===== src/rtl/wb_trace_fifo.sv =====
// wb_trace_fifo
//   Passive trace buffer that sits on the writeback stage.
//   Every committed register write becomes one capture event.
//   Each event takes the next 8-bit sequence number, even when it is dropped.
//   Stored events are queued as {seq, rd, data} and presented through a valid/ready port.
//   The block never stalls the pipeline: when the FIFO is full and nothing is popped,
//   the event is dropped and counted instead.
//
// Optional feature (macro WB_TRACE_TIMESTAMP_EN):
//   Adds a 16-bit free-running cycle counter.
//   Its value is stored with each event and presented on out_ts.
//   With the macro defined each entry is 62 bits; without it, 46 bits.
//
// Ports
//   clk        in   single clock, rising edge
//   rst_n      in   synchronous active-low reset
//   wb_regwrt  in   writeback commits a register write (capture event)
//   wb_rd      in   [5:0]  destination register
//   wb_data    in   [31:0] value written
//   out_valid  out  a trace record is presented
//   out_ready  in   consumer accepts the record
//   out_seq    out  [7:0]  record sequence number
//   out_rd     out  [5:0]  record destination register
//   out_data   out  [31:0] record data
//   out_ts     out  [15:0] record timestamp (WB_TRACE_TIMESTAMP_EN only)
//   count      out  [6:0]  occupied entries, 0..DEPTH
//   overflow   out  sticky: some event was dropped
//   drop_cnt   out  [7:0]  dropped events, saturating at 255
//   clr_ovf    in   clears overflow and drop_cnt

module wb_trace_fifo #(
   parameter int DEPTH = 8
) (
   input  logic        clk,
   input  logic        rst_n,
   input  logic        wb_regwrt,
   input  logic [5:0]  wb_rd,
   input  logic [31:0] wb_data,
   output logic        out_valid,
   input  logic        out_ready,
   output logic [7:0]  out_seq,
   output logic [5:0]  out_rd,
   output logic [31:0] out_data,
`ifdef WB_TRACE_TIMESTAMP_EN
   output logic [15:0] out_ts,
`endif
   output logic [6:0]  count,
   output logic        overflow,
   output logic [7:0]  drop_cnt,
   input  logic        clr_ovf
);

   localparam int AW = (DEPTH > 1) ? $clog2(DEPTH) : 1;
`ifdef WB_TRACE_TIMESTAMP_EN
   localparam int EW = 62;
`else
   localparam int EW = 46;
`endif
   localparam logic [6:0] DEPTH_C = 7'(DEPTH);

   logic [EW-1:0] r_mem [DEPTH];
   logic [AW-1:0] r_wptr;
   logic [AW-1:0] r_rptr;
   logic [6:0]    r_count;
   logic [7:0]    r_seq;
   logic          r_ovf;
   logic [7:0]    r_drop;

   logic          w_full;
   logic          w_pop;
   logic          w_push;
   logic          w_drop;
   logic [EW-1:0] w_entry;
   logic [EW-1:0] w_head;

   // A pop on the same edge frees a slot, so a full FIFO can still accept.
   assign w_full = (r_count == DEPTH_C);
   assign w_pop  = (r_count != 7'd0) & out_ready;
   assign w_push = wb_regwrt & (~w_full | w_pop);
   assign w_drop = wb_regwrt & w_full & ~w_pop;

`ifdef WB_TRACE_TIMESTAMP_EN
   logic [15:0] r_ts;

   always_ff @(posedge clk) begin
      if (!rst_n) r_ts <= 16'd0;
      else        r_ts <= r_ts + 16'd1;
   end

   assign w_entry = {r_ts, r_seq, wb_rd, wb_data};
   assign out_ts  = w_head[61:46];
`else
   assign w_entry = {r_seq, wb_rd, wb_data};
`endif

   always_ff @(posedge clk) begin
      if (!rst_n) begin
         r_wptr  <= '0;
         r_rptr  <= '0;
         r_count <= 7'd0;
         r_seq   <= 8'd0;
         r_ovf   <= 1'b0;
         r_drop  <= 8'd0;
      end else begin
         if (w_push)    r_wptr <= r_wptr + 1'b1;
         if (w_pop)     r_rptr <= r_rptr + 1'b1;
         r_count <= r_count + 7'(w_push) - 7'(w_pop);
         if (wb_regwrt) r_seq  <= r_seq + 8'd1;
         // A clear colliding with a drop restarts the tally at this drop.
         if (clr_ovf) begin
            r_ovf  <= w_drop;
            r_drop <= {7'd0, w_drop};
         end else if (w_drop) begin
            r_ovf <= 1'b1;
            if (r_drop != 8'hFF) r_drop <= r_drop + 8'd1;
         end
      end
   end

   // Storage is not reset; the payload is only meaningful while out_valid is high.
   always_ff @(posedge clk) begin
      if (rst_n && w_push) r_mem[r_wptr] <= w_entry;
   end

   assign w_head    = r_mem[r_rptr];
   assign out_valid = (r_count != 7'd0);
   assign out_seq   = w_head[45:38];
   assign out_rd    = w_head[37:32];
   assign out_data  = w_head[31:0];
   assign count     = r_count;
   assign overflow  = r_ovf;
   assign drop_cnt  = r_drop;

endmodule


===== config.mk =====
export PLATFORM = sky130hd
export DESIGN_NAME = wb_trace_fifo
export DESIGN_NICKNAME = d
export VERILOG_FILES = /design/src/rtl/wb_trace_fifo.sv
export SDC_FILE = /design/constraint.sdc
export NUM_CORES = 1
export LEC_CHECK = 0
export BUFFER_PORTS_ARGS = -buffer_cell sky130_fd_sc_hd__buf_2
export CAP_MARGIN = 20
export CORE_MARGIN = 5
export CORE_UTILIZATION = 60
export CTS_BUF_LIST = sky130_fd_sc_hd__clkbuf_8
export DETAILED_ROUTE_END_ITERATION = 10
export GPL_ROUTABILITY_DRIVEN = 0
export PLACE_DENSITY = 0.79
export SLEW_MARGIN = 5
export SYNTH_ARGS = -nofsm -noshare
export SYNTH_HDL_FRONTEND = slang
export SYNTH_SLANG_ARGS = --single-unit

===== constraint.sdc =====
create_clock -name clk -period 7.55 [get_ports clk]
set_input_delay 0 -clock clk [delete_from_list [all_inputs] [get_ports clk]]
set_output_delay 0 -clock clk [all_outputs]
set_load 0.05 [all_outputs]

-- Yosys cells after proc, flatten, opt, wreduce, memory -nomap -nowiden
Memories as Yosys holds them, arrays and structs flattened. A register that Yosys moved wholly into a read port is not among the register bits.
Cells that the tools add are included.
- bits of input ports: 43
- memories: 1
- bits in writable memories: 368
- output and inout bits: 63
- logic and storage cells: 40
- flip-flop bits (word level): 30
- memory list (memory ; depth ; width ; read ports ; clocked after memory_dff ; wr ports ; RTL line ; RTL):
    r_mem ; 8 ; 46 ; 1 ; 1 ; 1 ; 61 ; logic [EW-1:0] r_mem [DEPTH];
- bitwise operators: 8
- equal/unequal tests: 2
- mux-type cells: 9
- $add $sub $neg: 6
- reduce and logical (&&, ||, !) cells: 7
- operators by type and width (cell ; count):
    8-bit by 1-bit adder with 8-bit output (second input constant) ; 2
    8-bit != test (second input constant) ; 1
    7-bit by 1-bit adder with 7-bit output ; 1
    7-bit by 4-bit == test with 1-bit output (second input constant) ; 1
    1-bit 2-to-1 mux ; 7
    7-bit nonzero test ; 1
    7-bit by 1-bit subtractor with 7-bit output ; 1
    3-bit by 1-bit adder with 3-bit output (second input constant) ; 2
    3-bit 2-to-1 mux ; 2
    1-bit bitwise AND ; 4
    2-bit AND reduction ; 2
    2-bit nonzero test ; 2
    1-bit NOT ; 3
    2-bit OR reduction ; 1
    1-bit logical AND ; 1
    1-bit bitwise OR ; 1

-- Logic depth before layout (Yosys ltp)
Gate-level depths: netlist (run 1).
- word-level depth: 7
- gate-level depth with buffers: 12
- gate-level depth less buffers: 12

-- Worst setup path before layout (run 1)
Ideal clock, no wire load.
- path type: flip-flop to flip-flop
- from: register r_count[2], in the netlist count[2]
- to: memory r_mem[0][0] (enable)
- stages on the path, launching flop included: 7
- library setup time: 564 ps
- path buffers: 0
- setup slack: 1053 ps
- arrival time: 5933 ps
- required time: 6986 ps
- period minus slack after synthesis: 6497 ps
- path through: dfxtp_1 -> inv_1 -> ha_1 -> nand2b_1 -> nand3_1 -> nand2_1 -> nor4_1
- word-level cells in the longest chain between the ends: 7
- elaborated cells between the ends (all ways): 9
- those cells by class: eq/ne: 1; mux: 2; bitwise: 4; reduce/logical: 2
- ends and longest elaborated chain (element ; RTL line ; RTL):
    start: declaration ; 64 ; logic [6:0] r_count;
    start signal: assignment ; 107 ; r_count <= r_count + 7'(w_push) - 7'(w_pop);
    7-bit nonzero test or 7-bit by 4-bit == test with 1-bit output (tied branches) ; 78, 77 ;
    1-bit bitwise AND or 1-bit NOT (tied branches) ; 78, 79 ;
    1-bit bitwise OR * ; 79 ; assign w_push = wb_regwrt & (~w_full | w_pop);
    1-bit bitwise AND * ; 79 ;
    1-bit logical AND * ; 122 ; if (rst_n && w_push) r_mem[r_wptr] <= w_entry;
    1-bit 2-to-1 mux * ; 122 ;
    1-bit 2-to-1 mux (not written as such) * ; 122 ;
    end: declaration ; 61 ;
Mark *: on every way between the ends. The rest lies on a longest branch, timed or not.

==> impl_metrics.tcl, run 1 <==
set metrics [dict create \
    outcome "finished clean" \
    clockBufferDepth 3 \
    start_kind "flop" \
    grt_start_max_net_pins 71 \
    initial_core_util 0.613 \
    cp_max_fo 34 \
    synth_area_leader_cell "edfxtp_1" \
    drt_wl_total_microns 29800 \
    cts_resized 0 \
    ir_drop_mv 0.320 \
    vias 7703 \
    clockRootBuffer "clkbuf_8" \
    ios 106 \
    relSlewSlack 0.336 \
    max_stage_delay_ns 0.77 \
    seqPwrFrac 0.471 \
    die-area_sq_mm 0.0292 \
    cts_tree "yes" \
    core_area_sq_mm 0.0253 \
    p_sw_frac 0.301 \
    clock-sinks 401 \
    r2r_slack_ns 4.49 \
    p_clk_frac 0.288 \
    slew_viol_final 0 \
    grt_pass1_vias 8357 \
    drc 0 \
    cp.arrival_ns 3.16 \
    synth_most_common_cell "edfxtp_1" \
    clock_latency_ns 0.58 \
    synthToLayoutAreaGrowth_pct 16.1 \
    dieWidth_microns 171 \
    yosys_register_bits 401 \
    synthArstFlopShare 0 \
    postCtsHoldBufs 44 \
    finalHoldViolCount 0 \
    yosys_warnings 0 \
    finalCritPeriodShare 0.419 \
    grt_pass1_wl_microns 45900 \
    rows 58 \
    num_antenna_cells 0 \
    die_y_microns 171 \
    synth-edff-count 368 \
    syn_nets 784 \
    final_core_util 0.711 \
    routedWlPerCell_microns 23.0 \
    cp.required_ns 7.55 \
    leakage_nw 6.00 \
    p_switching_w 0.00165 \
    place_hpwl_microns 16000 \
    synthCells 727 \
    synth_top_cells_by_count "edfxtp_1 (368), mux4_2 (92), mux2_2 (46)" \
    drv_cap 0 \
    path_clk_slew_ns 0.06 \
    postRouteAntennaNets 0 \
    cts_max_level 2 \
    drtIter0Drc 626 \
    cp_cell_sequence "buf_4, mux4_2, mux2_2, buf_2" \
    worst-path-buf-inv 2 \
    worst_pin_slew_ns 0.996 \
    track_usage 0.207 \
    synth_top_area_share 0.712 \
    antenna_found_initial 0 \
    cp_slowest_cell "dfxtp_4" \
    numCtsBuffers 61 \
    tns_ns 0 \
    setup_viol 0 \
    multi_input_area_sq_mm 0.00370 \
    worstSetupPathType "flop to output port" \
    fillerInstances 1511 \
    overflow 0 \
    clock.fmax_mhz 316 \
    synth.cell_area_sq_mm 0.0155 \
    hold_path.class "primary input to flop" \
    cpLargestDelayFamily "buffers and inverters" \
    avgViaCountPerCell 5.94 \
    synth_area_leaders "edfxtp_1 (71%), mux4_2 (13%), dfxtp_1 (4.3%)" \
    post_cts_buffers 0 \
    dr.pass1.iters 5 \
    seq_area_frac_synth 0.755 \
    synth_area_per_cell_sq_um 21.3 \
    comb_power_share 0.241 \
    clock_skew_ns 0.0225 \
    rsz0062_at_grt "no" \
    powerDensity_mw_per_mm2 305 \
    dominantRegCellSynth "edfxtp_1" \
    io_buffer_count 105 \
    seq_area_sq_mm 0.0117 \
    fin_nets 976 \
    fin_crit_ns 3.16 \
    p_int_w 0.00384 \
    drive_above_1_share 0.355 \
    end_kind "output port" \
    synth_cell_type_count 45 \
]
==> final cells by class <==
cell class                      instances  share of cell area
Multi-Input combinational cell        287               0.205
Clock buffer                           61              0.0466
Tap cell                              330              0.0229
Timing Repair Buffer                  161              0.0586
Sequential cell                       401               0.651
Inverter                                7             0.00146
Clock inverter                         49              0.0144
==> logic make-up after synthesis <==
family | share of synthesized area
mux | 0.171
compound gates | 0.0147
fa+ha+maj | 0.0118
xor+xnor | 0.00564
simple gates | 0.0325
buf+inv | 0.0102
flops | 0.755
==> through the flow <==
step | instances | hold slack (ns) | setup slack, ns | area (sq um) | power [W]
2_1_floorplan | 727 | 0.0989 | 1.05 | 15500 | 0.00365
3_3_place_gp | 1142 | 0.250 | 4.79 | 16500 | 0.00390
3_5_place_dp | 1142 | 0.261 | 4.64 | 16500 | 0.00394
4_1_cts | 1296 | 0.191 | 4.25 | 18000 | 0.00554
5_1_grt | 1296 | 0.212 | 4.12 | 18000 | 0.00575
6_report | 1296 | 0.225 | 4.39 | 18000 | 0.00549
==> registers in the layout, indices dropped and copies added, names as in the netlist, named ones only <==
name / cells
count: 7
drop_cnt: 8
overflow: 1
r_mem: 368
r_rptr: 3
r_seq: 8
r_wptr: 3
==> path summary, 6_finish.rpt <==
kind	startpoint	endpoint	cells after the start
max	flop	out_seq[4]	4
min	wb_data[17]	r_mem[0][17]	2
max reg2reg	count[4]	count[6]	12
min reg2reg	r_rptr[2]	flop	2
==> cells in the final DEF, fill, tap and decap left out, types with 9 or more instances in the layout <==
master	n
ha_1	13
dlygate4sd3_1	44
and2_1	13
clkbuf_8	61
clkinv_1	12
edfxtp_1	368
dfxtp_1	30
inv_1	30
clkinv_2	9
nand2_1	19
buf_2	105
mux2_2	46
buf_4	12
mux4_2	92
==> power groups by stage <==
stage / clock [W] / sequential [W] / combinational (W)
floorplan: 0 / 0.00263 / 0.00102
global placement: 0 / 0.00262 / 0.00128
detailed placement: 0 / 0.00263 / 0.00131
CTS: 0.00162 / 0.00259 / 0.00134
global route: 0.00174 / 0.00260 / 0.00141
finish: 0.00158 / 0.00258 / 0.00132
==> layer usage <==
layer / wire [microns] / global-route usage / vias to the layer above
met4: 442 / 0.0503 / 0
met1: 11700 / 0.272 / 3952
met3: 1850 / 0.0434 / 47
met2: 15700 / 0.360 / 291
li1: - / - / 3413
met5: 0 / 0 / -
==> worst reg2reg max path, delay by kind of cell (launching register included) <==
kind                       cells  cell delay [ns]
AOI/OAI and AO/OA              5             0.90
adders and majority gates      3             0.82
and+or+nand+nor                2             0.56
DFF                            1             0.33
muxes                          1             0.23
buffers and inverters          1             0.09
Note: power is estimated with default switching activity, not from simulation.
==> run 2: changes to the inputs <==
CORE_UTILIZATION = 56   (was 60)
PLACE_DENSITY = 0.78   (was 0.79)
clock period = 2.8 ns   (was 7.55 ns; I/O delays follow)
==> impl_metrics.tcl, run 2 (synthesis results as in run 1) <==
set metrics [dict create \
    p_int_w 0.0106 \
    rsz0062_at_grt "no" \
    drc 0 \
    track_usage 0.190 \
    final_common_cell "edfxtp_1" \
    slew_viol_final 0 \
    drt_wl_total_microns 28900 \
    clockRootBuffer "clkbuf_8" \
    postRouteAntennaNets 0 \
    seqPwrFrac 0.457 \
    fin_nets 983 \
    die-area_sq_mm 0.0311 \
    finalCritPeriodShare 0.940 \
    end_kind "flop" \
    outcome "finished clean" \
    timing.hold.ws_ns 0.202 \
    clock_skew_ns 0.0365 \
    top_register "r_mem" \
    place_hpwl_microns 15800 \
    numCtsBuffers 58 \
    ios 106 \
    clock.fmax_mhz 380 \
    num_antenna_cells 0 \
    io_buffer_count 105 \
    tns_ns 0 \
    grt_pass1_wl_microns 46000 \
    routedWlPerCell_microns 21.3 \
    cp_slowest_cell "fa_1" \
    cts_tree "yes" \
    vias 7698 \
    synthToLayoutAreaGrowth_pct 18.7 \
    grt_pass1_vias 8271 \
    core_area_sq_mm 0.0276 \
    hold_path.class "primary input to flop" \
    worstSetupPathType "flop to flop" \
    drv_cap 0 \
    worst_pin_slew_ns 0.569 \
    comb_power_share 0.251 \
    setup_viol 0 \
    dpl_worst_slack_ns 0.160 \
    cp_cell_sequence "inv_2, ha_2, nor4b_4, buf_4, nand2_1, nand2_1, o21ai_0, ha_1, fa_1, a21oi_2, o21ai_0, mux2i_1, o211ai_1" \
    clock_latency_ns 0.61 \
    path_clk_slew_ns 0.06 \
    powerDensity_mw_per_mm2 821 \
    cp.required_ns 3.25 \
    initial_core_util 0.563 \
    p_switching_w 0.00454 \
    dr.pass1.iters 5 \
    finalHoldViolCount 0 \
    drtIter0Drc 547 \
    placed_area_sq_mm 0.0168 \
    rows 61 \
    die_y_microns 176 \
    ir_drop_mv 0.860 \
    p_sw_frac 0.300 \
    clockBufferDepth 3 \
    overflow 0 \
    max_stage_delay_ns 0.45 \
    cp.arrival_ns 3.08 \
    antenna_found_initial 0 \
    avgViaCountPerCell 5.69 \
    cp_max_fo 6 \
    final_core_util 0.669 \
    drive_above_1_share 0.373 \
    leakage_nw 6.11 \
    layout_common_cells "edfxtp_1 (368), buf_2 (105), mux4_2 (92)" \
    design_area_sq_mm 0.0184 \
    relSlewSlack 0.621 \
    start_kind "flop" \
    largest_reg_flops 368 \
    p_clk_frac 0.293 \
    dieWidth_microns 176 \
    cts_max_level 2 \
    fin_crit_ns 2.63 \
    worst_slack_ns 0.168 \
    grt_start_max_net_pins 61 \
    clock-sinks 401 \
]
run 2: changes by cell type in the layout (fill, tap and decap cells not counted), sizes merged:
| cell | before | now |
|---|---|---|
| bufinv | 2 | 4 |
| clkbuf | 61 | 59 |
| clkinvlp | 2 | 0 |
| buf | 117 | 127 |
| clkinv | 22 | 23 |
run 2: final cells by class:
class	instances	area [sq um]
sequential	401	11700
fill	1681	9120
multi-input combinational	287	3800
timing repair buffer	171	1260
clock buffer	59	812
tap	378	473
clock inverter	50	323
inverter	7	28.8
run 2: through the flow:
stage | total power [W] | cells
after global placement | 0.0107 | 1199
after floorplan | 0.00994 | 727
after CTS | 0.0153 | 1352
after global routing | 0.0158 | 1353
final | 0.0151 | 1353
after detailed placement | 0.0108 | 1199
run 2: worst max-delay path: cells and delay by family, from the launching register on:
family,cells,cell delay [ns]
adders and majority gates,3,0.82
muxes,1,0.20
DFF,1,0.35
AOI/OAI and AO/OA,4,0.54
and+or+nand+nor,3,0.34
buffers and inverters,2,0.26
run 2: timing repair:
action | 4_1_cts | 5_1_grt
buffers inserted | 0 | 1
endpoints found under the setup margin | 0 | 1
hold buffers | 44 | 0
endpoints found under the hold margin | 336 | 0
resized for setup | 0 | 1
run 2: worst paths after layout:
path	to	slack, ns	cells past startpoint	start
worst max-delay path	count[6]	0.17	13	count[5]
worst min-delay path	r_mem[3][31]	0.20	2	wb_data[31]
worst max register to register	count[6]	0.17	13	count[5]
worst min register to register	flop	0.48	2	r_rptr[2]
run 2: routing by layer:
layer	routed length (microns)	vias up	global-route usage
li1	-	3441	-
met1	12100	3964	0.266
met2	14800	258	0.316
met3	1620	35	0.0345
met4	362	0	0.0484
met5	0	-	0
run 2: power groups by stage:
| stage | clock [W] | combinational, W | sequential, W |
|---|---|---|---|
| CTS | 0.00452 | 0.00384 | 0.00691 |
| finish | 0.00443 | 0.00380 | 0.00691 |
| global route | 0.00484 | 0.00406 | 0.00693 |
| floorplan | 0 | 0.00282 | 0.00712 |
| global placement | 0 | 0.00372 | 0.00702 |
| detailed placement | 0 | 0.00375 | 0.00704 |
